===== src/rtl/tweakey_check_pkg.sv =====
// Shared definitions for the tweakey generator / checker pair.
// Default hash geometry, tweakey half-select offsets and the checker FSM
// state type. The generator and the checker both import this package so
// they agree on widths and on which half of the tweakey is which.
package tweakey_check_pkg;

  localparam int unsigned IN_LEN_DEF = 128;
  localparam int unsigned DIM_DEF    = 128;
  localparam int unsigned KLEN_DEF   = IN_LEN_DEF + DIM_DEF - 1;

  // Low half of the tweakey starts at bit 0; high half starts at DIM.
  localparam int unsigned TK_LO_OFF  = 0;

  function automatic int unsigned tk_hi_off(input int unsigned dim);
    return TK_LO_OFF + dim;
  endfunction

  typedef enum logic [1:0] {
    ST_IDLE,
    ST_RUN,
    ST_DONE
  } state_t;

endpackage


===== src/rtl/tweakey_check_toeplitz_step.sv =====
// One STEP-wide slice of a GF(2) Toeplitz matrix-vector product.
// Ports:
//   key_win  : DIM+STEP-1 key bits, already aligned so column s of this
//              slice is key_win[DIM-1-k+s] for output bit k
//   tw_bits  : STEP tweak bits selecting which columns contribute
//   contrib  : XOR of the selected columns (DIM bits)
module toeplitz_step #(
  parameter int unsigned DIM  = 128,
  parameter int unsigned STEP = 8
) (
  input  logic [DIM+STEP-2:0] key_win,
  input  logic [STEP-1:0]     tw_bits,
  output logic [DIM-1:0]      contrib
);

  always_comb begin
    contrib = '0;
    for (int unsigned s = 0; s < STEP; s++) begin
      for (int unsigned k = 0; k < DIM; k++) begin
        contrib[k] = contrib[k] ^ (tw_bits[s] & key_win[DIM-1-k+s]);
      end
    end
  end

endmodule


===== src/rtl/tweakey_check.sv =====
// Sequential tweakey checker: recomputes both Toeplitz hash halves of a
// tweak, STEP tweak bits per cycle, and flags whether the result equals a
// candidate tweakey.
// Ports:
//   clk, rst              : clock, synchronous active-high reset
//   in_valid / in_ready   : request handshake (in_ready = idle)
//   tweak                 : IN_LEN-bit hash input
//   key                   : {high-half key, low-half key}, KLEN bits each
//   tk_exp                : candidate tweakey
//   out_valid / out_ready : result handshake
//   tk_out                : recomputed tweakey {high half, low half}
//   match                 : tk_out equals the captured tk_exp
module tweakey_check
  import tweakey_check_pkg::*;
#(
  parameter int unsigned IN_LEN = IN_LEN_DEF,
  parameter int unsigned DIM    = DIM_DEF,
  parameter int unsigned STEP   = 8,
  parameter int unsigned KLEN   = IN_LEN + DIM - 1
) (
  input  logic                clk,
  input  logic                rst,
  input  logic                in_valid,
  output logic                in_ready,
  input  logic [IN_LEN-1:0]   tweak,
  input  logic [2*KLEN-1:0]   key,
  input  logic [2*DIM-1:0]    tk_exp,
  output logic                out_valid,
  input  logic                out_ready,
  output logic [2*DIM-1:0]    tk_out,
  output logic                match
);

  localparam int unsigned NSTEP  = IN_LEN / STEP;
  localparam int unsigned CNT_W  = (NSTEP > 1) ? $clog2(NSTEP) : 1;
  localparam int unsigned HI_OFF = tk_hi_off(DIM);

  state_t              state_q, state_d;
  logic [IN_LEN-1:0]   tw_q;
  logic [KLEN-1:0]     klo_q, khi_q;
  logic [2*DIM-1:0]    exp_q;
  logic [DIM-1:0]      acc_lo_q, acc_hi_q;
  logic [DIM-1:0]      contrib_lo, contrib_hi;
  logic [DIM-1:0]      acc_lo_nxt, acc_hi_nxt;
  logic [2*DIM-1:0]    tk_nxt;
  logic [CNT_W-1:0]    cnt_q;
  logic                match_q;
  logic                last_step;

  // Keys shift right by STEP every RUN cycle, so the columns needed for the
  // current tweak bits always sit in the low DIM+STEP-1 key bits.
  toeplitz_step #(.DIM(DIM), .STEP(STEP)) u_step_lo (
    .key_win (klo_q[DIM+STEP-2:0]),
    .tw_bits (tw_q[STEP-1:0]),
    .contrib (contrib_lo)
  );

  toeplitz_step #(.DIM(DIM), .STEP(STEP)) u_step_hi (
    .key_win (khi_q[DIM+STEP-2:0]),
    .tw_bits (tw_q[STEP-1:0]),
    .contrib (contrib_hi)
  );

  always_comb begin
    acc_lo_nxt = acc_lo_q ^ contrib_lo;
    acc_hi_nxt = acc_hi_q ^ contrib_hi;
    tk_nxt     = '0;
    tk_nxt[TK_LO_OFF +: DIM] = acc_lo_nxt;
    tk_nxt[HI_OFF    +: DIM] = acc_hi_nxt;
    tk_out     = '0;
    tk_out[TK_LO_OFF +: DIM] = acc_lo_q;
    tk_out[HI_OFF    +: DIM] = acc_hi_q;
  end

  assign last_step = (cnt_q == CNT_W'(NSTEP - 1));
  assign match     = match_q;

  always_comb begin
    state_d   = state_q;
    in_ready  = 1'b0;
    out_valid = 1'b0;
    unique case (state_q)
      ST_IDLE: begin
        in_ready = 1'b1;
        if (in_valid) state_d = ST_RUN;
      end
      ST_RUN: begin
        if (last_step) state_d = ST_DONE;
      end
      ST_DONE: begin
        out_valid = 1'b1;
        if (out_ready) state_d = ST_IDLE;
      end
      default: state_d = ST_IDLE;
    endcase
  end

  always_ff @(posedge clk) begin
    if (rst) begin
      state_q  <= ST_IDLE;
      tw_q     <= '0;
      klo_q    <= '0;
      khi_q    <= '0;
      exp_q    <= '0;
      acc_lo_q <= '0;
      acc_hi_q <= '0;
      cnt_q    <= '0;
      match_q  <= 1'b0;
    end else begin
      state_q <= state_d;
      unique case (state_q)
        ST_IDLE: begin
          if (in_valid) begin
            tw_q     <= tweak;
            klo_q    <= key[KLEN-1:0];
            khi_q    <= key[2*KLEN-1:KLEN];
            exp_q    <= tk_exp;
            acc_lo_q <= '0;
            acc_hi_q <= '0;
            cnt_q    <= '0;
          end
        end
        ST_RUN: begin
          tw_q     <= tw_q >> STEP;
          klo_q    <= klo_q >> STEP;
          khi_q    <= khi_q >> STEP;
          acc_lo_q <= acc_lo_nxt;
          acc_hi_q <= acc_hi_nxt;
          cnt_q    <= cnt_q + CNT_W'(1);
          // Compare against the final accumulator value so match is
          // already valid in the first DONE cycle.
          if (last_step) match_q <= (tk_nxt == exp_q);
        end
        default: ;
      endcase
    end
  end

endmodule

===== config.mk =====
export PLATFORM = sky130hd
export DESIGN_NAME = tweakey_check
export DESIGN_NICKNAME = d
export VERILOG_FILES = /design/src/rtl/tweakey_check_pkg.sv /design/src/rtl/tweakey_check_toeplitz_step.sv /design/src/rtl/tweakey_check.sv
export SDC_FILE = /design/constraint.sdc
export NUM_CORES = 2
export LEC_CHECK = 0
export ABC_AREA = 0
export CELL_PAD_IN_SITES_DETAIL_PLACEMENT = 1
export CELL_PAD_IN_SITES_GLOBAL_PLACEMENT = 1
export CORE_AREA = 2 2 456 458
export CTS_CLUSTER_DIAMETER = 60
export CTS_CLUSTER_SIZE = 24
export DETAILED_ROUTE_END_ITERATION = 7
export DIE_AREA = 0 0 458 460
export PLACE_DENSITY = 0.87
export SLEW_MARGIN = 20
export SYNTH_ARGS = -nofsm -noshare
export SYNTH_HDL_FRONTEND = slang
export SYNTH_SLANG_ARGS = --single-unit

===== constraint.sdc =====
create_clock -name clk -period 4.4 [get_ports clk]
set_clock_uncertainty 0.05 [all_clocks]
set_input_delay 0.44 -clock clk [delete_from_list [all_inputs] [get_ports clk]]
set_output_delay 0.44 -clock clk [all_outputs]
set_load 0.03 [all_outputs]

## Word level (Yosys, flattened, before mapping)

Cells that the tools add are included.

- Input port bits: 898
- Register bits: 1157
- Output and inout bits: 259
- Logic and storage cells: 3882

- Reduce and logical (&&, ||, !) cells: 6
- Add/sub/neg operators: 1
- Mux-type cells: 17
- Bitwise gates (word level): 3842
- Equal/unequal tests: 7

Operator list:

| kind | number |
|---|---|
| bitwise AND 1 bit | 2048 |
| XOR 1 bit | 1792 |
| one-hot mux 255 bit (2 select lines) | 2 |
| one-hot mux 128 bit (2 select lines) | 3 |
| two-way mux 255 bit | 2 |
| equality test 256 bit | 1 |
| two-way mux 128 bit | 2 |
| XOR 128 bit | 2 |
| one-hot mux 4 bit (2 select lines) | 1 |
| two-way mux 2 bit | 3 |
| != test 2 bit, second input constant | 3 |
| one-hot mux 2 bit (3 select lines) | 1 |
| AND reduction 2 bit | 3 |
| adder 4 x 1 -> 4 bit, second input constant | 1 |
| equality test 4 bit, second input constant | 1 |
| two-way mux 4 bit | 1 |
| AND reduction 3 bit | 1 |
| equality test 2 x 1 -> 1 bit, second input constant | 1 |
| equality test 2 bit, second input constant | 1 |
| logical NOT 2 bit | 1 |
| two-way mux 1 bit | 2 |
| nonzero test 2 bit | 1 |

## Depth between registers and ports, before layout

- Depth in word-level cells: 10
- Depth in mapped cells: 18
- Depth with buffers taken out: 10

## Modules after synthesis

Synthesis repeated with hierarchy kept, for this count alone.

- Cells, all modules: 11244
- Area total of the unflattened synthesis: 77797.1 µm²

Modules (own cells, without submodules):

| module | cells each | instances | sequential area each (µm²) | area each (µm²) |
|---|---|---|---|---|
| tweakey_check | 6938 | 1 | 23162.2 | 51714.6 |
| toeplitz_step | 2153 | 2 | 0.0 | 13041.3 |

## Least setup slack after synthesis

OpenSTA, ideal clock, no wires.

- Path kind: flip-flop to flip-flop
- From: reg klo_q[78]
- To: reg match_q, in the netlist match
- Data required time: 4263 ps
- Buffers on the path: 1
- Arrival time: 3326 ps
- Period minus slack after synthesis: 3463 ps
- Setup slack: 937 ps
- Cell stages (with the launch flop): 12
- Library setup time: 87 ps
- Cells stage by stage: dfxtp_1 -> clkbuf_1 -> nand2_1 -> xnor2_1 -> xnor3_1 -> xnor3_1 -> or4_1 -> nor4_1 -> nand4_1 -> or4_1 -> or4_1 -> o31ai_1

- Cells in the longest elaborated chain, start to end: 10
- Elaborated cells on any way between the ends: 45
- Classes of those cells: eq/ne: 1; bitwise: 44

Ends and longest elaborated chain:

| what | RTL line | source |
|---|---|---|
| from (decl) | tweakey_check.sv:40 | `logic [KLEN-1:0] klo_q, khi_q;` |
| from (signal assigned) | tweakey_check.sv:115 | `klo_q <= key[KLEN-1:0];` |
| from (signal assigned) | tweakey_check.sv:125 | `klo_q <= klo_q >> STEP;` |
| bitwise AND 1 bit | tweakey_check_toeplitz_step.sv:20 | `contrib[k] = contrib[k] ^ (tw_bits[s] & key_win[DIM-1-k+s]);` |
| XOR 1 bit (7 in a row) | tweakey_check_toeplitz_step.sv:20 |  |
| XOR 128 bit * | tweakey_check.sv:65 | `acc_lo_nxt = acc_lo_q ^ contrib_lo;` |
| equality test 256 bit * | tweakey_check.sv:132 | `if (last_step) match_q <= (tk_nxt == exp_q);` |
| to (signal assigned) | tweakey_check.sv:132 |  |
| to (decl) | tweakey_check.sv:47 | `logic match_q;` |

Mark *: on every way between the ends. The rest lies on a longest branch, timed or not.
A chain may end at the register's enable or synchronous reset.

## Worst setup path in the final report

- From: reg tw_q[6]
- To: reg match_q, in the netlist match

- Cells in the longest elaborated chain, start to end: 5
- Elaborated cells on any way between the ends: 771
- Classes of those cells: eq/ne: 1; bitwise: 770

Ends and longest elaborated chain:

| what | RTL line | source |
|---|---|---|
| from (decl) | tweakey_check.sv:39 | `logic [IN_LEN-1:0] tw_q;` |
| from (signal assigned) | tweakey_check.sv:114 | `tw_q <= tweak;` |
| from (signal assigned) | tweakey_check.sv:124 | `tw_q <= tw_q >> STEP;` |
| bitwise AND 1 bit | tweakey_check_toeplitz_step.sv:20 |  |
| XOR 1 bit (2 in a row) | tweakey_check_toeplitz_step.sv:20 |  |
| XOR 128 bit, on equally long branches | tweakey_check.sv:65, tweakey_check.sv:66 |  |
| equality test 256 bit * | tweakey_check.sv:132 |  |

Marks and branches as above.

==> impl_metrics.yaml <==
status:
  status: "finished with violations"
  violations: "setup timing"
timing:
  fin_crit_sh_pct: 101
  hold_viol_final: 0
  fmax_mhz: 226
  fin_tns_setup_ns: -0.0228
  timing.final.crit_period_ns: 4.42
  worst_pin_slew_ns: 1.28
  relSlewSlack_pct: 14.4
  setup_viol: 1
  slew_viol_final: 0
  setup_ws_ns: -0.0228
worst_hold_path:
  hold_path.class: "in2reg"
  hold_path_end: "exp_q[184]"
  worstHoldPathCells: 3
  worstHoldStart: "tk_exp[184]"
yosys:
  syn_avg_cell_area_um2: 7.22
  syn_inst: 10700
  syn_area_mm2: 0.0773
  ys_seq_area_share_pct: 30.0
  ys.flop_type: "dfxtp_1"
  synth-seq-cells: 1157
  syn-num-nets: 11600
  ys_types: 60
  synth_async_sr_flop_share_pct: 0
  synth-edff-count: 0
  synth_warnings: 0
layout:
  layout_commonest_cell: "nand2_1"
  drive_gt1_share_pct: 8.50
  mostFrequentLayoutCells: "nand2_1 (3984), xnor2_1 (1284), clkdlybuf4s50_1 (1155)"
  nFillCells: 25100
  syn_to_final_growth_pct: 28.7
  final_net_count: 12600
routing:
  drc_errors: 0
  drt_iter0_markers: 9388
  vias_per_cell: 5.81
  routedWlPerCell_um: 31.6
  drtPass1Iterations: 5
  wl_um: 459000
  ant_nets: 0
  vias: 84300
global_route:
  grt_pass1_vias: 83400
  antenna_found_initial: 47
  grtUsageTotal_pct: 41.4
  overflow: 0
  grt_pass1_wl_um: 629000
  grt_max_degree: 215
floorplan:
  rows: 167
  die_y_um: 460
  die_w_um: 458
  die_area_mm2: 0.211
  initial_utilization_pct: 37.5
  io_pins: 1157
  core_region_area_mm2: 0.206
setup_path:
  cp_top_family: "simple AND/OR/NAND/NOR gates"
  cp.arrival_ns: 5.11
  rr_endpoint: "match"
  max_stage_delay_ns: 0.76
  critPathLaunchType: "flop"
  cp_cell_sequence: "buf_12, buf_12, buf_4, nand2_1, xnor2_1, xnor2_1, xnor3_1, o221ai_1, nor4_1, nand4_1, or4_1, o31ai_1"
  r2r_slack_ns: -0.02
  path_buf_inv: 3
  critPathMaxFanout: 34
  critPathCaptureType: "flop"
  worst_path_max_delay_cell: "xnor3_1"
  path_class: "reg2reg"
  reg2reg_depth: 12
  r2r-start: "tw_q[6]"
  cp.required_ns: 5.09
placement:
  placement.setup.worst_slack_ns: -0.133
  gp_congestion: 1.04
  portBuffers: 1156
  dp_hpwl_um: 356000
clocking:
  clockBufferDepth: 3
  cts-root-buf: "clkbuf_16"
  cts.sinks: 1157
  cts-buffers-inserted: 136
  htree_levels: 4
  worstSkewPairLatency_ns: 0.87
  cts_tree: "yes"
  cts.clk_slew.worst_paths_ns: 0.08
run:
  maxCapViolCount: 0
power_and_ir_drop:
  finalPower_mw: 39.7
  p_leak_nw: 36.6
  power.density_mw_per_mm2: 399
  peakVddDrop_uv: 437
-- worst min-delay path, cell delays in order --
cell             delay, ns
clkdlybuf4s50_1       0.40
nand2_1               0.05
a21oi_1               0.05
-- cells by family (layout without fill, tap and decap cells) --
family	after synthesis	after routing	synth area share, %
AOI/OAI and AO/OA	1335	1335	12.4
xor gates and xnor gates	1962	1962	25.8
adders and majority gates	1	1	0.0162
buffers and inverters	1091	2158	5.93
DFF	1157	1157	30.0
muxes	6	6	0.0777
other	0	28	0
and+or+nand+nor	5145	5145	25.7
-- where the power goes --
group,switching (mW),internal (mW),total [mW],leakage [nW]
Sequential,1.45,11.3,12.8,9.52
Clock,5.66,6.45,12.1,2.27
Combinational,9.16,5.60,14.8,24.8
-- worst max-delay path by stage --
stage / from / endpoint / slack (ns) / cells past startpoint
2_1_floorplan: klo_q[78] / match / 0.94 / 11
6_report: tw_q[6] / match / -0.02 / 12
5_1_grt: tw_q[3] / match / -0.008 / 13
3_5_place_dp: tw_q[0] / match / -0.13 / 12
4_1_cts: tw_q[0] / match / 0.02 / 12
3_3_place_gp: tw_q[0] / match / -0.07 / 12
-- Yosys cell counts (6+ instances only) --
cell	count	share of area, %
xor2_1	453	5.1
nand2b_1	10	0.081
a21oi_1	446	2.9
a211oi_1	7	0.068
nand3_1	186	1.2
dfxtp_1	1157	30
inv_1	65	0.32
xnor2_2	9	0.19
xnor2_1	1304	15
nor2b_1	7	0.057
a31oi_1	105	0.85
a2bb2oi_1	10	0.11
a22o_1	11	0.12
buf_4	57	0.55
o2bb2ai_1	9	0.10
nor2_1	857	4.2
mux2i_1	6	0.078
o22ai_1	34	0.28
nor4_1	20	0.16
a221oi_1	14	0.16
or3_1	7	0.057
xnor3_1	190	5.5
nand2_1	3985	19
buf_1	106	0.52
xor3_1	6	0.18
clkbuf_1	695	3.4
nand4_1	22	0.18
o2111ai_1	9	0.10
buf_2	158	1.0
buf_6	10	0.15
o221ai_1	8	0.091
a22oi_1	18	0.17
or4_1	13	0.13
o21ai_0	9	0.058
nor3_1	6	0.039
and2_1	13	0.11
a2111oi_0	6	0.068
a311oi_1	614	7.0
o22a_1	7	0.079
-- final cells by class --
cell class | count | area (um^2) | share of cell area (%)
Antenna cell | 28 | 70.1 | 0.0705
Clock buffer | 156 | 3610 | 3.63
Clock inverter | 91 | 1070 | 1.08
Inverter | 65 | 244 | 0.245
Multi-Input combinational cell | 8449 | 49800 | 50.1
Sequential cell | 1157 | 23200 | 23.3
Tap cell | 2704 | 3380 | 3.40
Timing Repair Buffer | 1846 | 18000 | 18.1
-- through the flow --
stage / area, um^2 / hold slack (ns) / util [%] / cells
after floorplan: 77300 / 0.378 / - / 10700
after global placement: 93800 / 0.394 / 45.5 / 14200
after detailed placement: 93900 / 0.404 / 45.6 / 14200
after CTS: 98600 / 0.0468 / 47.9 / 14400
after global routing: 99400 / 0.0700 / 48.2 / 14500
final: 99400 / 0.0688 / 48.3 / 14500
-- registers in the layout, summed over array words and instances (netlist names) --
signal,count
klo_q,255
match,1
exp_q,256
acc_hi_q,128
acc_lo_q,128
cnt_q,4
tw_q,128
state_q,2
khi_q,255
-- metal layers --
metal  up-vias  share of wire, %  track usage (%)
met5         -             0.033                0
met4        24               9.2             32.2
met3      1100               9.2             9.31
met2      4394                44             64.7
met1     42000                38             49.2
li1      36800                 -                -
-- what timing repair did --
item | 4_1_cts | 5_1_grt
setup buffers | 0 | 25
hold endpoints to repair | 4 | 0
hold buffers | 1 | 0
gates cloned | 0 | 10
pin swaps | 1 | 9
setup endpoints to repair | 1 | 1
gates resized for setup | 7 | 51
No activity file was read; power rests on OpenSTA's default activity.
